===== config.mk =====
export PLATFORM = sky130hd
export DESIGN_NAME = seg_decode_rx
export DESIGN_NICKNAME = d
export VERILOG_FILES = /design/src/rtl/seg_pkg.sv /design/src/rtl/seg_stab_filter.sv /design/src/rtl/seg_decode_rx.sv
export SDC_FILE = /design/constraint.sdc
export NUM_CORES = 1
export LEC_CHECK = 0
export CORE_MARGIN = 8
export CORE_UTILIZATION = 49
export CTS_BUF_LIST = sky130_fd_sc_hd__clkbuf_4 sky130_fd_sc_hd__clkbuf_8
export CTS_CLUSTER_DIAMETER = 30
export DETAILED_ROUTE_END_ITERATION = 6
export PLACE_DENSITY = 0.78
export REMOVE_ABC_BUFFERS = 1
export SETUP_SLACK_MARGIN = 0.02
export SLEW_MARGIN = 20
export SYNTH_ARGS = -nofsm -noshare
export SYNTH_HDL_FRONTEND = slang
export SYNTH_SLANG_ARGS = --single-unit

===== constraint.sdc =====
create_clock -name clk -period 1.8 [get_ports clk]
set_input_delay 0.45 -clock clk [delete_from_list [all_inputs] [get_ports clk]]
set_output_delay 0.45 -clock clk [all_outputs]
set_load 0.005 [all_outputs]

===== src/rtl/seg_pkg.sv =====
// Shared 7-segment definitions: pattern/digit types, the digit->pattern table,
// receiver FSM states and the pattern decoder used by the segment receiver.
package seg_pkg;

  localparam int unsigned SEG_W   = 7;
  localparam int unsigned DIGIT_W = 3;
  localparam int unsigned N_DIGIT = 8;

  typedef logic [SEG_W-1:0]   seg_pat_t;
  typedef logic [DIGIT_W-1:0] seg_digit_t;

  localparam seg_pat_t SEG_BLANK = 7'h00;

  // Index is the digit; bit0=a .. bit6=g, active-high.
  localparam seg_pat_t SEG_LUT [N_DIGIT] = '{
    7'h3F, 7'h06, 7'h5B, 7'h4F, 7'h66, 7'h6D, 7'h7D, 7'h07
  };

  typedef enum logic {
    ACQ  = 1'b0,
    LOCK = 1'b1
  } rx_state_t;

  typedef struct packed {
    logic       legal;
    logic       blank;
    seg_digit_t digit;
  } seg_dec_t;

  // Reverse lookup; legal and blank are mutually exclusive, both clear means illegal.
  function automatic seg_dec_t seg_to_digit(input seg_pat_t pat);
    seg_dec_t res;
    res       = '0;
    res.blank = (pat == SEG_BLANK);
    for (int i = 0; i < int'(N_DIGIT); i++) begin
      if (pat == SEG_LUT[i]) begin
        res.legal = 1'b1;
        res.digit = DIGIT_W'(i);
      end
    end
    return res;
  endfunction

endpackage


===== src/rtl/seg_stab_filter.sv =====
// Stability filter: samples a bus every cycle and pulses qualify_c on the edge
// where the value has held for STABLE_CYCLES further samples (1..15).
module seg_stab_filter #(
  parameter int unsigned STABLE_CYCLES = 2,
  parameter int unsigned WIDTH         = 7
) (
  input  logic             clk,
  input  logic             rst,
  input  logic [WIDTH-1:0] d_i,
  output logic             change_c,
  output logic             qualify_c
`ifdef SEG_GLITCH_CNT_EN
  ,
  output logic             abandon_c
`endif
);

  localparam int unsigned CNT_W = 4;
  localparam logic [CNT_W-1:0] CNT_MAX = CNT_W'(STABLE_CYCLES);

  logic [WIDTH-1:0] pat_q;
  logic [CNT_W-1:0] cnt_q;
  logic [CNT_W-1:0] cnt_d;

  assign change_c  = (d_i != pat_q);
  assign qualify_c = !change_c && (cnt_q == (CNT_MAX - CNT_W'(1)));
`ifdef SEG_GLITCH_CNT_EN
  assign abandon_c = change_c && (cnt_q != '0);
`endif

  // Saturating run counter of matching samples.
  always_comb begin
    cnt_d = cnt_q;
    if (change_c) begin
      cnt_d = '0;
    end else if (cnt_q != CNT_MAX) begin
      cnt_d = cnt_q + CNT_W'(1);
    end
  end

  always_ff @(posedge clk or posedge rst) begin
    if (rst) begin
      pat_q <= '0;
      cnt_q <= '0;
    end else begin
      pat_q <= d_i;
      cnt_q <= cnt_d;
    end
  end

endmodule


===== src/rtl/seg_decode_rx.sv =====
// Segment-bus receiver: recovers digits 0-7 from a stable 7-segment pattern,
// flags blank and illegal patterns. SEG_GLITCH_CNT_EN adds glitch_cnt.
module seg_decode_rx
  import seg_pkg::*;
#(
  parameter int unsigned STABLE_CYCLES = 2,
  parameter int unsigned ERRCNT_W      = 8
) (
  input  logic                clk,
  input  logic                rst,
  input  seg_pat_t            seg_pat,
  output seg_digit_t          digit,
  output logic                digit_valid,
  output logic                blank,
  output logic                locked,
  output logic                err,
  output logic [ERRCNT_W-1:0] err_cnt
`ifdef SEG_GLITCH_CNT_EN
  ,
  output logic [ERRCNT_W-1:0] glitch_cnt
`endif
);

  rx_state_t           state_q, state_d;
  seg_digit_t          digit_q, digit_d;
  logic                digit_valid_q, digit_valid_d;
  logic                blank_q, blank_d;
  logic                locked_q, locked_d;
  logic                err_q, err_d;
  logic [ERRCNT_W-1:0] err_cnt_q, err_cnt_d;

  logic     change_c;
  logic     qualify_c;
  seg_dec_t dec_c;

`ifdef SEG_GLITCH_CNT_EN
  logic                abandon_c;
  logic [ERRCNT_W-1:0] glitch_cnt_q, glitch_cnt_d;
`endif

  seg_stab_filter #(
    .STABLE_CYCLES (STABLE_CYCLES),
    .WIDTH         (SEG_W)
  ) u_filter (
    .clk       (clk),
    .rst       (rst),
    .d_i       (seg_pat),
    .change_c  (change_c),
    .qualify_c (qualify_c)
`ifdef SEG_GLITCH_CNT_EN
    ,
    .abandon_c (abandon_c)
`endif
  );

  // On the qualifying edge seg_pat equals the sampled pattern.
  assign dec_c = seg_to_digit(seg_pat);

  // Next-state and qualification actions.
  always_comb begin
    state_d       = state_q;
    digit_d       = digit_q;
    digit_valid_d = 1'b0;
    blank_d       = blank_q;
    err_d         = 1'b0;
    err_cnt_d     = err_cnt_q;
    case (state_q)
      ACQ: begin
        if (qualify_c) begin
          state_d = LOCK;
          if (dec_c.legal) begin
            digit_d       = dec_c.digit;
            digit_valid_d = 1'b1;
            blank_d       = 1'b0;
          end else if (dec_c.blank) begin
            blank_d = 1'b1;
          end else begin
            err_d = 1'b1;
            if (err_cnt_q != '1) begin
              err_cnt_d = err_cnt_q + ERRCNT_W'(1);
            end
          end
        end
      end
      LOCK: begin
        if (change_c) begin
          state_d = ACQ;
        end
      end
      default: state_d = ACQ;
    endcase
    locked_d = (state_d == LOCK);
  end

`ifdef SEG_GLITCH_CNT_EN
  // Patterns dropped mid-acquisition; exits from LOCK are not glitches.
  always_comb begin
    glitch_cnt_d = glitch_cnt_q;
    if ((state_q == ACQ) && abandon_c && (glitch_cnt_q != '1)) begin
      glitch_cnt_d = glitch_cnt_q + ERRCNT_W'(1);
    end
  end

  always_ff @(posedge clk or posedge rst) begin
    if (rst) begin
      glitch_cnt_q <= '0;
    end else begin
      glitch_cnt_q <= glitch_cnt_d;
    end
  end

  assign glitch_cnt = glitch_cnt_q;
`endif

  always_ff @(posedge clk or posedge rst) begin
    if (rst) begin
      state_q       <= ACQ;
      digit_q       <= '0;
      digit_valid_q <= 1'b0;
      blank_q       <= 1'b0;
      locked_q      <= 1'b0;
      err_q         <= 1'b0;
      err_cnt_q     <= '0;
    end else begin
      state_q       <= state_d;
      digit_q       <= digit_d;
      digit_valid_q <= digit_valid_d;
      blank_q       <= blank_d;
      locked_q      <= locked_d;
      err_q         <= err_d;
      err_cnt_q     <= err_cnt_d;
    end
  end

  assign digit       = digit_q;
  assign digit_valid = digit_valid_q;
  assign blank       = blank_q;
  assign locked      = locked_q;
  assign err         = err_q;
  assign err_cnt     = err_cnt_q;

endmodule


* Word-level counts from Yosys, hierarchy flattened
Index checks and enable logic that the tools add are counted.
** Storage, ports and cells
- Register bits after elaboration :: 26
- Logic and storage cells :: 62
- Output and inout port bits :: 15
- Input port bits :: 9
** Cells by class
- Equal/unequal tests :: 12
- Bitwise gates (word level) :: 3
- Reduce and logical (&&, ||, !) cells :: 8
- Multiplexer cells :: 29
- $add $sub $neg :: 2
** Operators with widths (number)
- 7-bit == test, second input constant :: 5
- 1-bit 2-to-1 mux :: 20
- 3-bit 2-to-1 mux :: 6
- 7-bit by 3-bit == test with 1-bit output, second input constant :: 2
- 8-bit by 1-bit adder with 8-bit output, second input constant :: 1
- 4-bit 2-to-1 mux :: 2
- 8-bit inequality test, second input constant :: 1
- 7-bit by 6-bit == test with 1-bit output, second input constant :: 1
- 7-bit zero test :: 1
- 7-bit inequality test :: 1
- 3-bit AND reduction :: 2
- 5-bit AND reduction :: 1
- 4-bit by 1-bit adder with 4-bit output, second input constant :: 1
- 4-bit by 1-bit == test with 1-bit output, second input constant :: 1
- 4-bit by 2-bit inequality test with 1-bit output, second input constant :: 1
- 2-bit nonzero test :: 2
- 1-bit inverter :: 3
- 1-bit case mux with 2 select lines :: 1
- 1-bit logical AND :: 1
- 1-bit zero test :: 1

* Logic depth before layout (Yosys ltp)
- Depth in word-level cells :: 12
- Depth in mapped cells :: 8
- Depth with buffers taken out :: 7

* By module
A second synthesis with hierarchy kept.
** Unflattened totals
- Cell total of the unflattened synthesis :: 128
- Area, all modules :: 1388.8 µm²
** Modules (own cells, without submodules)
- seg_decode_rx :: instances 1, cells each 87, area an instance 893.4 µm², sequential area each 375.4 µm²
- seg_stab_filter :: instances 1, cells each 41, area an instance 495.5 µm², sequential area each 275.3 µm²

* Least setup slack after synthesis
No wires, ideal clock.
- Path kind :: in2reg
- Start :: in seg_pat[2]
- End :: reg err_cnt_q[1] (netlist: err_cnt[1])
- Data arrival time :: 1.934 ns
- Required time :: 1.675 ns
- Stages :: 7
- Path slack :: -0.259 ns
- Buffers on the path :: 2
- Library setup time :: 0.125 ns
- Cell sequence :: buf_6 -> xor2_2 -> nor4_2 -> nor4b_4 -> and4bb_1 -> buf_6 -> mux2_4
** On the way
- Longest elaborated chain between the ends :: 11
- Elaborated cells on any way between the ends :: 23
- Those cells by class :: 9 x eq/ne; 8 x mux; 2 x bitwise; 4 x reduce/logical
** RTL lines
- start: declaration :: RTL line seg_decode_rx.sv:11 : input seg_pat_t seg_pat,
- 7-bit by 6-bit == test with 1-bit output :: RTL line seg_pkg.sv:36 : if (pat == SEG_LUT[i]) begin
- 1-bit 2-to-1 mux (8 in a row) :: RTL line seg_pkg.sv:36
- 1-bit inverter (no line)
- 5-bit AND reduction (no line) *
- end signal: assignment :: RTL line seg_decode_rx.sv:131 : err_cnt_q <= err_cnt_d;
- end: declaration :: RTL line seg_decode_rx.sv:30 : logic [ERRCNT_W-1:0] err_cnt_q, err_cnt_d;
Mark *: on every way between the ends. The rest lies on a longest branch, timed or not.
A chain may end at the register's enable or synchronous reset.

* Worst setup path in the final report
- Start :: reg u_filter.pat_q[3]
- End :: reg err_cnt_q[1] (netlist: err_cnt[1])
** On the way
- Longest elaborated chain between the ends :: 4
** RTL lines
- start: declaration :: RTL line seg_stab_filter.sv:21 : logic [WIDTH-1:0] pat_q;
- start signal: assignment :: RTL line seg_stab_filter.sv:46 : pat_q <= d_i;
- 7-bit inequality test :: RTL line seg_stab_filter.sv:25 : assign change_c = (d_i != pat_q);
- 1-bit zero test :: RTL line seg_stab_filter.sv:26 : assign qualify_c = !change_c && (cnt_q == (CNT_MAX - CNT_W'(1)));
- 1-bit logical AND :: RTL line seg_stab_filter.sv:26
- 5-bit AND reduction (no line)
Every way passes these cells.

==> out/qor.yml <==
route:
  vias: 1094
  avgRoutedWirePerCell_um: 14.7
  ant_nets: 0
  dr.pass1.iters: 4
  drtIter0Drc: 31
  wirelength_um: 3090
  avgViaCountPerCell: 5.18
  drc_errors: 0
critical_path:
  crit_buf_inv: 0
  critPathKind: "flip-flop to flip-flop"
  cp-end-kind: "flip-flop"
  cp_cell_sequence: "xor2_1, nor4_2, nor4b_4, and4bb_4, mux2_4"
  critical_path_required_ps: 2010
  crit_arrival_ps: 2170
  startpoint_type: "flip-flop"
  cp_slowest_cell: "dfrtp_1"
  cp_top_family: "simple AND/OR/NAND/NOR gates"
  reg2reg_from: "u_filter.pat_q[3]"
  crit_fanout: 8
  startpoint: "u_filter.pat_q[3]"
  slowest_delay_ps: 400
final_layout:
  drive_above_1_share_pct: 34.4
  n_fill_cell: 189
  diodes: 0
  area_growth_pct: 42.7
  final_util_pct: 72.9
  multi_input_area_um2: 732
  register_area_um2: 652
  nNetsFinal: 194
power:
  p_per_area_nw_per_um2: 512
  seqPwrFrac_pct: 59.2
  p_sw_share_pct: 23.1
  p_switching_uw: 233
  vdd_drop_max_uv: 461
  p_clk_share_pct: 28.1
  power_frac_comb_pct: 12.7
  intPower_uw: 777
  leakage_uw: 0.000898
worst_hold_path:
  hp-start: "seg_pat[0]"
  hold_class: "primary input to flip-flop"
flow_run:
  cap_violations: 0
synthesis:
  synth_area_per_cell_um2: 11.0
  synth-edff-count: 0
  synth_seq_cells: 26
  ys_types: 40
  synth_flop_cell: "dfrtp_1"
  synth_area_um2: 1380
  synthArstFlopShare_pct: 100
  netlist_instances: 126
  seq_area_frac_synth_pct: 47.0
  synth_warnings: 0
sta:
  tns_ps: -923
  fin_crit_sh_pct: 109
  fin_crit_ps: 1960
  setup_ws_ps: -163
  finalSetupViolations: 12
  worstMarginPinSlew_ps: 321
  holdWs_ps: 308
  finalHoldViolCount: 0
  slew_violations: 0
  timing.fmax_mhz: 509
  grt_setup_unrepaired: "yes"
  skew_ps: 4.38
  relSlewSlack_pct: 78.6
placement:
  place_ws_ps: -802
  numPortBuffers: 23
  hpwl_um: 2190
  place.gp.congestion: 0.838
clock_tree:
  clock-sinks: 26
  cts_made_buffers: 3
  cts_max_path_buffers: 2
  cts_tree: "done"
  clock_latency_ps: 310
  cts_root_buf: "clkbuf_4"
  cts.clk_slew.worst_paths_ps: 130
  htree_levels: 1
floorplanning:
  dieWidth_um: 69.1
  initial_core_util_pct: 51.1
  io_pins: 24
  die_h_um: 69.1
  dieArea_um2: 4780
  rows: 19
  core_region_area_um2: 2710
global_routing:
  grt_pass1_wl_um: 5330
  grt_pass1_vias: 1127
  grt_overflow_total: 0
  antenna_found_initial: 0
  grtUsageTotal_pct: 13.0
  grt_max_degree: 27
status:
  violations: "negative setup slack"
  outcome: "finished with violations"
==> cell usage in the layout, fill, tap and decap left out, drive strengths merged, types with 2 or more instances in the layout <==
| master | Yosys | routed |
|---|---|---|
| xor2 | 8 | 8 |
| clkdlybuf4s50 | 0 | 14 |
| nor4b | 2 | 2 |
| nand2 | 8 | 8 |
| nand3b | 3 | 3 |
| dlygate4sd2 | 0 | 4 |
| xnor2 | 10 | 10 |
| dlymetal6s2s | 0 | 2 |
| o21ai | 2 | 2 |
| a21oi | 7 | 7 |
| nand3 | 4 | 4 |
| nor4 | 3 | 3 |
| inv | 4 | 4 |
| clkbuf | 1 | 5 |
| nand4 | 3 | 3 |
| nor2 | 13 | 13 |
| dfrtp | 26 | 26 |
| nand4b | 2 | 2 |
| buf | 6 | 34 |
| clkdlybuf4s15 | 0 | 2 |
| nand2b | 3 | 3 |
| ha | 4 | 4 |
==> power groups by stage <==
stage                     Clock (µW)  Combinational [µW]  Sequential (µW)
after global routing             318                 143              599
after CTS                        302                 121              598
after detailed placement           0                 123              609
after global placement             0                 121              608
final                            283                 129              598
after floorplan                    0                48.1              608
==> flip-flops by register name (all words and copies together) (netlist names) <==
name,count
digit,3
u_filter.cnt_q,4
digit_valid,1
err_cnt,8
err,1
locked,1
u_filter.pat_q,7
blank,1
==> path summary, 6_finish.rpt <==
path / endpoint / slack, ps / depth (start not counted)
worst max register to register: err_cnt[1] / -160 / 5
worst max-delay path: err_cnt[1] / -160 / 5
worst min register to register: digit[2] / 520 / 1
max in group asynchronous: err_cnt[2] / 1060 / 3
worst min-delay path: u_filter.pat_q[0] / 310 / 1
min in group asynchronous: u_filter.cnt_q[1] / 480 / 3
==> metrics by stage <==
| step | area [µm²] | total power (µW) | instances |
|---|---|---|---|
| finish | 1970 | 1010 | 211 |
| global route | 1970 | 1060 | 211 |
| detailed placement | 1790 | 732 | 198 |
| CTS | 1850 | 1020 | 203 |
| floorplan | 1330 | 656 | 119 |
| global placement | 1790 | 729 | 198 |
==> cell type report <==
cell class              count  share of cell area (%)
inverters                   4                   0.760
multi-input cells          89                    37.1
clock buffers               4                    1.84
flip-flops and latches     26                    33.0
well taps                  31                    1.96
repair buffers             57                    25.3
==> synth_stat cells (3+ instances only) <==
library cell / n / area share (%)
dfrtp_1: 26 / 47
nor2_1: 13 / 3.5
xnor2_1: 10 / 6.3
nand2_1: 8 / 2.2
a21oi_1: 7 / 2.5
xor2_1: 7 / 4.4
ha_1: 4 / 3.6
inv_1: 4 / 1.1
nand3_1: 4 / 1.4
buf_2: 3 / 1.1
buf_6: 3 / 2.4
nand2b_1: 3 / 1.4
nand3b_1: 3 / 1.6
nand4_1: 3 / 1.4
==> logic make-up (layout without fill, tap and decap cells) <==
logic type	after synthesis	after routing	synth area share, %
buffers and inverters	11	65	4.97
AO/OA/AOI/OAI	14	14	6.78
AND/OR/NAND/NOR	52	52	24.6
XOR/XNOR	18	18	11.9
adder cells (fa/ha/maj)	4	4	3.62
flip-flops	26	26	47.0
multiplexers	1	1	1.08
==> layer usage <==
layer	track usage, %	up-vias	part of all wire [%]	wire length, µm
met5	0	-	0	0
met3	3.00	2	3.3	103
met2	22.0	12	53	1630
met1	15.8	533	43	1340
met4	4.10	0	0.74	23
li1	-	547	-	-
==> worst register-to-register path, stage by stage, from the launching register on <==
cell	delay, ps
dfrtp_1	400
xor2_1	170
nor4_2	340
nor4b_4	310
and4bb_4	340
mux2_4	310
==> what timing repair did <==
item	in CTS	in global routing
pin swaps	6	4
setup buffers	1	8
gates resized for setup	15	21
setup endpoints to repair	20	20
hold buffers	0	0
No activity file was read; power rests on OpenSTA's default activity.
